$ cat config.mk
export PLATFORM = sky130hd
export DESIGN_NAME = ita_gelu_requant
export DESIGN_NICKNAME = d
export VERILOG_FILES = /design/src/rtl/ita_gelu_requant.sv
export SDC_FILE = /design/constraint.sdc
export NUM_CORES = 1
export LEC_CHECK = 0
export BUFFER_PORTS_ARGS = -buffer_cell sky130_fd_sc_hd__buf_2
export CORE_MARGIN = 1.5
export CORE_UTILIZATION = 65
export DETAILED_ROUTE_END_ITERATION = 7
export GPL_TIMING_DRIVEN = 0
export PLACE_DENSITY = 0.89
export SETUP_SLACK_MARGIN = 0.15
export SYNTH_ARGS = -nofsm -noshare
export SYNTH_HDL_FRONTEND = slang
export SYNTH_SLANG_ARGS = --single-unit
$ cat constraint.sdc
create_clock -name clk_i -period 8.7 [get_ports clk_i]
set_input_delay 0.435 -clock clk_i [delete_from_list [all_inputs] [get_ports clk_i]]
set_output_delay 0.435 -clock clk_i [all_outputs]
set_load 0.05 [all_outputs]
$ cat src/rtl/ita_gelu_requant.sv
// GELU-output requantizer: 2-stage elastic pipeline computing sat(round(data*mult >>> shift) + add) to int8.
// Optional saturation event counter enabled by defining SAT_CNT_EN.
`timescale 1ns/1ps
module ita_gelu_requant #(
    parameter int IN_WIDTH    = 26,
    parameter int MULT_WIDTH  = 8,
    parameter int SHIFT_WIDTH = 5,
    parameter int ADD_WIDTH   = 8,
    parameter int OUT_WIDTH   = 8,
    parameter int CNT_WIDTH   = 16
) (
    input  logic                        clk_i,
    input  logic                        rst_i,
    input  logic                        valid_i,
    output logic                        ready_o,
    input  logic signed [IN_WIDTH-1:0]  data_i,
    input  logic [MULT_WIDTH-1:0]       mult_i,
    input  logic [SHIFT_WIDTH-1:0]      shift_i,
    input  logic signed [ADD_WIDTH-1:0] add_i,
    output logic                        valid_o,
    input  logic                        ready_i,
    output logic signed [OUT_WIDTH-1:0] data_o,
    output logic                        sat_o,
    output logic [CNT_WIDTH-1:0]        sat_count_o
);

    localparam int PROD_W = IN_WIDTH + MULT_WIDTH + 1;
    localparam int SUM_W  = PROD_W + 1;
    localparam logic signed [SUM_W-1:0] OUT_MAX = (SUM_W'(1) <<< (OUT_WIDTH - 1)) - SUM_W'(1);
    localparam logic signed [SUM_W-1:0] OUT_MIN = ~OUT_MAX;

    // Round half toward +inf, then arithmetic shift; widened so nothing wraps.
    function automatic logic signed [SUM_W-1:0] round_shift(
        input logic signed [PROD_W-1:0]  prod,
        input logic [SHIFT_WIDTH-1:0]    shift
    );
        logic signed [SUM_W-1:0] rnd;
        rnd = '0;
        if (shift != '0) rnd = SUM_W'(1) <<< (shift - 1'b1);
        return (SUM_W'(prod) + rnd) >>> shift;
    endfunction

    // Returns {clipped, value}.
    function automatic logic [OUT_WIDTH:0] saturate(input logic signed [SUM_W-1:0] s);
        if (s > OUT_MAX)      return {1'b1, OUT_MAX[OUT_WIDTH-1:0]};
        else if (s < OUT_MIN) return {1'b1, OUT_MIN[OUT_WIDTH-1:0]};
        else                  return {1'b0, s[OUT_WIDTH-1:0]};
    endfunction

    logic                        vld_p1, vld_p2;
    logic signed [PROD_W-1:0]    prod_p1;
    logic [SHIFT_WIDTH-1:0]      shift_p1;
    logic signed [ADD_WIDTH-1:0] add_p1;
    logic                        s1_load, s2_load;
    logic signed [PROD_W-1:0]    data_ext, mult_ext, prod_c;
    logic signed [SUM_W-1:0]     sum_c;
    logic [OUT_WIDTH:0]          sat_c;

    assign s2_load = !vld_p2 || ready_i;
    assign s1_load = !vld_p1 || s2_load;
    assign ready_o = !rst_i && s1_load;
    assign valid_o = vld_p2;

    assign data_ext = PROD_W'(data_i);
    assign mult_ext = {{(PROD_W - MULT_WIDTH){1'b0}}, mult_i};
    assign prod_c   = data_ext * mult_ext;

    // Stage 1: exact product plus the element's own requant constants
    always_ff @(posedge clk_i or posedge rst_i) begin
        if (rst_i)        vld_p1 <= 1'b0;
        else if (s1_load) vld_p1 <= valid_i;
    end

    always_ff @(posedge clk_i) begin
        if (s1_load && valid_i) begin
            prod_p1  <= prod_c;
            shift_p1 <= shift_i;
            add_p1   <= add_i;
        end
    end

    assign sum_c = round_shift(prod_p1, shift_p1) + SUM_W'(add_p1);
    assign sat_c = saturate(sum_c);

    // Stage 2: output register; data only updates when a valid element moves in
    always_ff @(posedge clk_i or posedge rst_i) begin
        if (rst_i) begin
            vld_p2 <= 1'b0;
            data_o <= '0;
            sat_o  <= 1'b0;
        end else if (s2_load) begin
            vld_p2 <= vld_p1;
            if (vld_p1) begin
                data_o <= sat_c[OUT_WIDTH-1:0];
                sat_o  <= sat_c[OUT_WIDTH];
            end
        end
    end

`ifdef SAT_CNT_EN
    logic [CNT_WIDTH-1:0] sat_count;

    always_ff @(posedge clk_i or posedge rst_i) begin
        if (rst_i)
            sat_count <= '0;
        else if (vld_p2 && ready_i && sat_o && (sat_count != '1))
            sat_count <= sat_count + 1'b1;
    end

    assign sat_count_o = sat_count;
`else
    assign sat_count_o = '0;
`endif

endmodule
---- After elaboration in Yosys (flattened, before gate mapping) ----
Cells that the tools add are included.
storage, ports and cells
  register bits after elaboration ......... 59
  input port bits ......................... 51
  output and inout bits ................... 27
  logic and storage cells ................. 27
operators by class
  $add $sub $neg .......................... 3
  multipliers ............................. 1
  order comparisons ....................... 2
  shift operators ......................... 2
  mux-type cells .......................... 3
  reduce and logical (&&, ||, !) cells .... 9
operators by type and width
  cell                                                          count
  adder 35 x 36 -> 36 bit                                       1
  adder 36 x 8 -> 36 bit                                        1
  > comparator 36 x 8 -> 1 bit (second input constant)          1
  less-than comparator 36 x 8 -> 1 bit (second input constant)  1
  2-to-1 mux 36 bit                                             1
  <<< shifter 2 x 5 -> 36 bit (first input constant)            1
  >>> shifter 36 x 5 -> 36 bit                                  1
  multiplier 26 x 9 -> 35 bit                                   1
  2-to-1 mux 9 bit                                              2
  nonzero test 5 bit                                            1
  subtractor 5 x 1 -> 5 bit (second input constant)             1
  logical NOT 1 bit                                             3
  logical AND 1 bit                                             2
  logical OR 1 bit                                              2
  AND reduction 2 bit                                           1

---- Logic depth before layout (Yosys ltp) ----
Gate-level depths: netlist (run 1).
  depth after elaboration ................. 9
  gate-level depth with buffers ........... 32
  gate-level depth less buffers ........... 28

---- Worst setup path before layout (run 1) ----
OpenSTA, ideal clock, no wires.
  path kind ............................... register to register
  start ................................... register shift_p1[1]
  end ..................................... register data_o[0]
  library setup time ...................... 0.139 ns
  arrival time ............................ 6.978 ns
  data required time ...................... 8.561 ns
  setup slack ............................. 1.582 ns
  cell stages (with the launch flop) ...... 32
  buffers on the path ..................... 4
  period minus slack after synthesis ...... 7.118 ns
  cells stage by stage .................... edfxtp_1 -> clkbuf_1 -> clkbuf_1 -> buf_1 -> clkbuf_1 -> nor2_1 -> nand2_1 -> nor2_1 -> ha_1 -> fa_1 -> a211oi_1 -> o21ai_1 -> nand3_1 -> and3_1 -> nor4_2 -> or4_1 -> o221ai_1 -> mux2i_1 -> o22a_1 -> a22o_1 -> ha_1 -> fa_1 -> a211oi_1 -> o21ai_1 -> nand4b_1 -> a211oi_1 -> or4_1 -> and2_0 -> and4bb_1 -> nand4_1 -> nor3_4 -> o32ai_1
between the ends
  cells in the longest elaborated chain, start to end .. 9
  elaborated cells between the ends (all ways) .. 11
  classes of those cells .................. add/sub (3); order compare (2); shift (2); mux (3); reduce/logical (1)
ends and longest elaborated chain
  what                                  line  source
  from (decl)                           52    logic [SHIFT_WIDTH-1:0] shift_p1;
  from (signal assigned)                77    shift_p1 <= shift_i;
  subtractor 5 x 1 -> 5 bit             39    if (shift != '0) rnd = SUM_W'(1) <<< (shift - 1'b1);
  <<< shifter 2 x 5 -> 36 bit           39
  2-to-1 mux 36 bit                     39
  adder 35 x 36 -> 36 bit               40    return (SUM_W'(prod) + rnd) >>> shift;
  >>> shifter 36 x 5 -> 36 bit (*)      40
  adder 36 x 8 -> 36 bit (*)            82    assign sum_c = round_shift(prod_p1, shift_p1) + SUM_W'(add_p1);
  less-than comparator 36 x 8 -> 1 bit  46    else if (s < OUT_MIN) return {1'b1, OUT_MIN[OUT_WIDTH-1:0]};
  2-to-1 mux 9 bit                      46
  2-to-1 mux 9 bit (*)                  45    if (s > OUT_MAX) return {1'b1, OUT_MAX[OUT_WIDTH-1:0]};
  to (signal assigned)                  94    data_o <= sat_c[OUT_WIDTH-1:0];
  to (decl)                             22    output logic signed [OUT_WIDTH-1:0] data_o,
Every way passes the cells marked *; elsewhere a longest branch is shown, timed or not.
A chain may end at the register's enable or synchronous reset.

---- Worst setup path in the final report (run 1) ----
  start ................................... register shift_p1[0]
  end ..................................... register data_o[0]
The elaborated chain is that of the path after synthesis.

==> out/metrics.cfg, run 1 <==
[run_status]
status = finished with violations
violations = design-rule violations

[logic_synthesis]
synthCells = 2058
netlist_top_cells_count = 227 x inv_1, 190 x nand2_1, 164 x fa_1
yosys.area.top_type = fa_1
synth.distinct_cells = 98
synth-seq-cells = 59
synthTopCellsByArea = fa_1 20%, ha_1 10%, edfxtp_1 8.6%
synth_most_common_cell = inv_1
synth_area_per_cell_um2 = 8.14
synth_area_um2 = 16800
synth_warnings = 0
ys_async_sr_fraction_pct = 18.6
seq_area_frac_synth_pct = 10.2
synthFlopType = edfxtp_1
synth.top_cell.area_share_pct = 19.6
synth-edff-count = 48

[clock_tree]
clockBufferDepth = 2
cts_root_buf = clkbuf_16
cts_tree = built
clk_pin_slew_ps = 70
cts_buffers = 9
cts_max_level = 3
clk_latency_ps = 340
postCtsHoldBufs = 0
cts_sinks = 59

[routing]
wl_per_cell_um = 21.4
vias_per_cell = 6.60
wl_um = 53200
drc = 8
drtIter0Drc = 1840
drtAntennaViolNets = 0
first_pass_iters = 8
vias = 16400

[sta]
setup_viol = 0
rsz0062_at_grt = false
slew_headroom_pct = 23.1
setup_ws_ps = 352
fin_crit_sh_pct = 96.0
min_period_ps = 8350
drv_slew = 0
final.setup_skew_ps = 9.40
fmax_mhz = 120
finalHoldViolCount = 0
worst_slew_pin_slew_ps = 1150

[setup_path]
crit_slowest_cell = or4_1
path_class = flop to flop
start_kind = flop
critPathTopFamily = compound AO/OA/AOI/OAI gates
critPathBufInv = 5
path_max_fanout = 10
cp.required_ps = 8930
end_kind = flop
slowest_delay_ps = 570
critPathArrivalTime_ps = 8580

[power_and_ir_drop]
p_seq_share_pct = 10.7
intPower_mw = 2.51
p_sw_mw = 3.01
clkPwrFrac_pct = 6.7
static-leakage-power_nw = 8.51
irDropWorstVdd_v = 0.000159
p_total_mw = 5.52
sw_frac_of_total_pct = 54.6
power_frac_comb_pct = 82.5
p_per_area_nw_per_um2 = 302

[min_path]
min_path_type = primary input to async pin

[flow_run]
drv_cap = 0

[floorplan]
die_area_um2 = 26800
start_util_pct = 66.4
core-area_um2 = 25300
ios = 78
die_w_um = 164
fp.dieH_um = 164
rows = 58

[grt]
overflow = 0
grt_max_degree = 44
grt_pass1_wl_um = 84500
grt_antenna_before_repair = 1
track_usage_pct = 40.5
grt_pass1_vias = 16100

[final_layout]
finalNonFillerCells = 2486
syn2layout_area_growth_pct = 8.90
fillers = 1937
nNetsFinal = 2501
drive_gt1_share_pct = 11.5
post-route-util_pct = 72.3

[place]
portBuffers = 58
globalplace.congestion = 0.970
hpwl_um = 42900
place_ws_ps = -1260
dp.cells = 2463

==> cell type report <==
class	count	area, um2	area share [%]
clock inverter	6	55.1	0.302
tap	330	413	2.26
clock buffer	10	250	1.37
sequential	59	1720	9.41
antenna	3	7.51	0.0411
inverter	229	862	4.72
timing repair buffer	63	353	1.93
buffer	120	612	3.35
multi-input combinational	1666	14000	76.6
==> layer usage <==
| layer | track usage, % | share of wire [%] | vias to the layer above | wire, um |
|---|---|---|---|---|
| met2 | 68.1 | 47 | 908 | 24900 |
| li1 | - | - | 7423 | - |
| met5 | 0 | 0 | - | 0 |
| met1 | 50.7 | 39 | 7892 | 20700 |
| met3 | 6.70 | 8.9 | 189 | 4740 |
| met4 | 19.0 | 5.3 | 0 | 2820 |
==> power groups by stage <==
| stage | Combinational (mW) | Sequential (mW) | Clock [mW] |
|---|---|---|---|
| floorplan | 3.23 | 0.623 | 0 |
| finish | 4.55 | 0.592 | 0.370 |
| global placement | 4.14 | 0.593 | 0 |
| detailed placement | 4.29 | 0.594 | 0 |
| CTS | 4.36 | 0.589 | 0.369 |
| global route | 4.96 | 0.597 | 0.381 |
==> worst register-to-register path, delay by kind of cell, from the launching register on <==
| kind | cells | cell delay, ps |
|---|---|---|
| muxes | 1 | 180 |
| AOI/OAI and AO/OA | 14 | 3630 |
| xor gates and xnor gates | 1 | 110 |
| DFF | 1 | 470 |
| and+or+nand+nor | 6 | 1850 |
| buffers and inverters | 5 | 1250 |
| adders and majority gates | 2 | 740 |
==> path summary, 6_finish.rpt <==
check	from	endpoint	slack, ps	depth (start not counted)
setup reg to reg	shift_p1[0]	data_o[0]	350	29
min in group clk_i	shift_i[4]	shift_p1[4]	260	1
hold reg to reg	data_o[7]	data_o[7]	470	1
setup / recovery	shift_p1[0]	data_o[0]	350	29
max in group asynchronous	rst_i	data_o[0]	8300	2
hold / removal	rst_i	data_o[6]	90	2
==> logic make-up after synthesis <==
kind of cell    count (synthesis)  share of synthesized area [%]
simple gates                  698                           21.3
other cells                     1                         0.0224
fa+ha+maj                     302                           29.9
buf+inv                       349                           8.44
xor+xnor                       72                           3.81
flops                          59                           10.2
mux                            56                           4.55
compound gates                521                           21.7
==> cell usage in the layout (no fill, tap or decap), drive strengths merged, types with 15 or more instances in the layout <==
cell,synthesis,layout
a211oi,31,31
a21o,52,52
a21oi,134,134
a31oi,19,19
and2,157,157
and3,32,32
buf,37,99
clkbuf,83,94
conb,1,17
edfxtp,48,48
fa,164,164
ha,138,138
inv,229,232
mux2i,29,29
mux4,15,15
nand2,190,190
nand3,44,44
nand4,26,26
nor2,127,127
nor3,37,37
o211ai,23,23
o21a,20,20
o21ai,76,76
xnor2,47,47
xor2,25,25
==> state kept, by name, indices dropped and copies added, names as in the netlist <==
name      cells
prod_p1      35
add_p1        8
data_o        8
shift_p1      5
sat_o         1
valid_o       1
vld_p1        1
==> stage by stage <==
step,TNS (ps),hold WS (ps),area [um2]
after floorplan,0,287,16800
after global placement,-9280,449,17500
after detailed placement,-10850,460,17500
after CTS,0,110,18000
after global routing,0,137,18200
final,0,92.1,18300
==> repair_timing <==
action | in CTS | in global routing
pin swaps | 1 | 4
buffers inserted | 1 | 3
setup endpoints to repair | 9 | 9
gates resized for setup | 32 | 82
Power figures use the tool's default switching activity.
==> run 2: changes to the inputs <==
Settings changed: HOLD_SLACK_MARGIN set to 0.03, RECOVER_POWER set to 25, SLEW_MARGIN set to 20.
==> out/metrics.cfg, run 2 (synthesis gave the netlist of run 1 again) <==
[sta]
setup_viol = 0  ; unchanged
min_period_ps = 8480  ; +130 ps
drv_slew = 0  ; unchanged
setup_ws_ps = 222  ; -130 ps
fmax_mhz = 118  ; -1.5%
final.setup_skew_ps = 6.90  ; -2.50 ps
fin_crit_sh_pct = 97.5  ; +1.5 points
finalHoldViolCount = 0  ; unchanged
slew_headroom_pct = 29.0  ; +6.0 points
whs_ps = 90.8  ; -1.38 ps
worst_slew_pin_slew_ps = 1060  ; -90.0 ps

[setup_path]
cp_common_cell = nor2_1
crit_slowest_cell = a211oi_1
path_max_fanout = 10  ; unchanged
cp.required_ps = 8920  ; about the same
end_kind = flop
critPathArrivalTime_ps = 8700  ; +120 ps
slowest_delay_ps = 520  ; -50 ps
start_kind = flop
path_class = flop to flop
r2r_cells = 30  ; +3.4%

[final_layout]
max_flop_register = prod_p1
syn2layout_area_growth_pct = 9.20
drive_gt1_share_pct = 11.4  ; -0.11 points
mostFrequentLayoutCell = inv_1
fillers = 1933  ; -0.21%
nNetsFinal = 2504  ; +0.12%
most-common-layout-cells = 226 x inv_1, 186 x nand2_1, 164 x fa_1, 151 x and2_1, 137 x ha_1
reg_top3 = prod_p1: 35 flops, add_p1: 8 flops, data_o: 8 flops
largest_register_ffs = 35  ; unchanged

[grt]
grt_pass1_wl_um = 84100  ; -0.51%
grt_pass1_vias = 16000  ; -0.66%
track_usage_pct = 40.3  ; -0.17 points
grt_max_degree = 36  ; -18%
grt_antenna_before_repair = 1  ; unchanged
overflow = 0  ; unchanged

[routing]
drtAntennaViolNets = 0  ; unchanged
vias_per_cell = 6.61  ; +0.15%
drtIter0Drc = 1800  ; -2.2%
wl_um = 53200  ; about the same
first_pass_iters = 6  ; -2
wl_per_cell_um = 21.4  ; about the same
vias = 16500  ; +0.23%
drc = 0  ; -8

[power_and_ir_drop]
intPower_mw = 2.51  ; +0.31%
irDropWorstVdd_v = 0.000162  ; +1.8%
power_frac_comb_pct = 82.6  ; about the same
p_total_mw = 5.52  ; about the same
p_per_area_nw_per_um2 = 302  ; -0.19%
p_sw_mw = 3.01  ; -0.11%
static-leakage-power_nw = 8.52  ; about the same
clkPwrFrac_pct = 6.7  ; about the same
sw_frac_of_total_pct = 54.5  ; -0.10 points
p_seq_share_pct = 10.7  ; about the same

[floorplan]
ios = 78  ; unchanged
die_w_um = 164  ; unchanged
rows = 58  ; unchanged
start_util_pct = 66.4  ; unchanged
die_area_um2 = 26800  ; unchanged
core-area_um2 = 25300  ; unchanged
fp.dieH_um = 164  ; unchanged

[flow_run]
drv_cap = 0  ; unchanged

[min_path]
min_path_type = primary input to async pin

[place]
hpwl_um = 42900  ; about the same
globalplace.congestion = 0.970  ; unchanged
portBuffers = 58  ; unchanged
place_ws_ps = -1240  ; +14.5 ps

[run_status]
status = finished clean

[clock_tree]
clockBufferDepth = 2  ; unchanged
clk_pin_slew_ps = 60  ; about the same
cts_root_buf = clkbuf_16
cts_tree = built
cts_buffers = 9  ; unchanged
cts_sinks = 59  ; unchanged
clk_latency_ps = 340  ; about the same
cts_max_level = 3  ; unchanged

==> run 2: cell count changes in the layout (fill, tap and decap cells not counted), sizes merged <==
cell      previous run  this run
diode                3         2
inv                232       231
clkinvlp             0         1
buf                 99        98
clkbuf              94        98
==> run 2: final timing paths <==
kind                                   from          end  slack, ps
worst min register to register    data_o[7]    data_o[7]        490
worst min-delay path                  rst_i    data_o[7]         90
worst max-delay path            shift_p1[1]        sat_o        220
max in group asynchronous             rst_i    data_o[1]       8300
min in group clk_i               shift_i[0]  shift_p1[0]        260
worst max register to register  shift_p1[1]        sat_o        220
==> run 2: timing repair <==
action,in CTS,in global routing
pin swaps,1,5
setup buffers,1,5
resized for setup,31,80
hold buffers,0,0
endpoints found under the setup margin,9,9
endpoints found under the hold margin,0,0
==> run 2: per-layer routing <==
| metal | vias to the layer above | part of all wire [%] | track usage (%) |
|---|---|---|---|
| met3 | 216 | 9.1 | 5.92 |
| met1 | 7844 | 39 | 51.0 |
| met5 | - | 0 | 0 |
| li1 | 7427 | - | - |
| met4 | 0 | 5.8 | 20.0 |
| met2 | 963 | 46 | 67.3 |
==> run 2: final cells by class <==
cell class | count | area (um2) | area share (%)
multi-input cells | 1666 | 14000 | 76.5
flip-flops and latches | 59 | 1720 | 9.38
inverters | 229 | 866 | 4.73
plain buffers | 120 | 606 | 3.31
well taps | 330 | 413 | 2.26
repair buffers | 66 | 390 | 2.13
clock buffers | 10 | 250 | 1.37
clock inverters | 6 | 55.1 | 0.301
diodes | 2 | 5.00 | 0.0273
==> run 2: through the flow <==
| step | TNS (ps) | std cells | util (%) | area (um2) |
|---|---|---|---|---|
| detailed placement | -10680 | 2463 | 69.5 | 17500 |
| global placement | -9280 | 2462 | 69.4 | 17500 |
| finish | 0 | 2488 | 72.5 | 18300 |
| floorplan | 0 | 2074 | - | 16800 |
| global route | -20.0 | 2487 | 72.5 | 18300 |
| CTS | 0 | 2480 | 71.2 | 18000 |
==> run 2: critical path: cells and delay by family, from the launching register on <==
kind	cells	cell delay [ps]
AO/OA/AOI/OAI	8	2630
AND/OR/NAND/NOR	12	2400
buffers and inverters	5	1280
multiplexers	2	730
adder cells (fa/ha/maj)	2	520
XOR/XNOR	1	460
flip-flops	1	320
==> run 2: power groups by stage <==
stage          Combinational [mW]  Clock, mW  Sequential (mW)
6_report                     4.56      0.369            0.591
5_1_grt                      4.97      0.381            0.596
4_1_cts                      4.35      0.368            0.589
3_5_place_dp                 4.29          0            0.594
3_3_place_gp                 4.14          0            0.593
2_1_floorplan                3.23          0            0.623
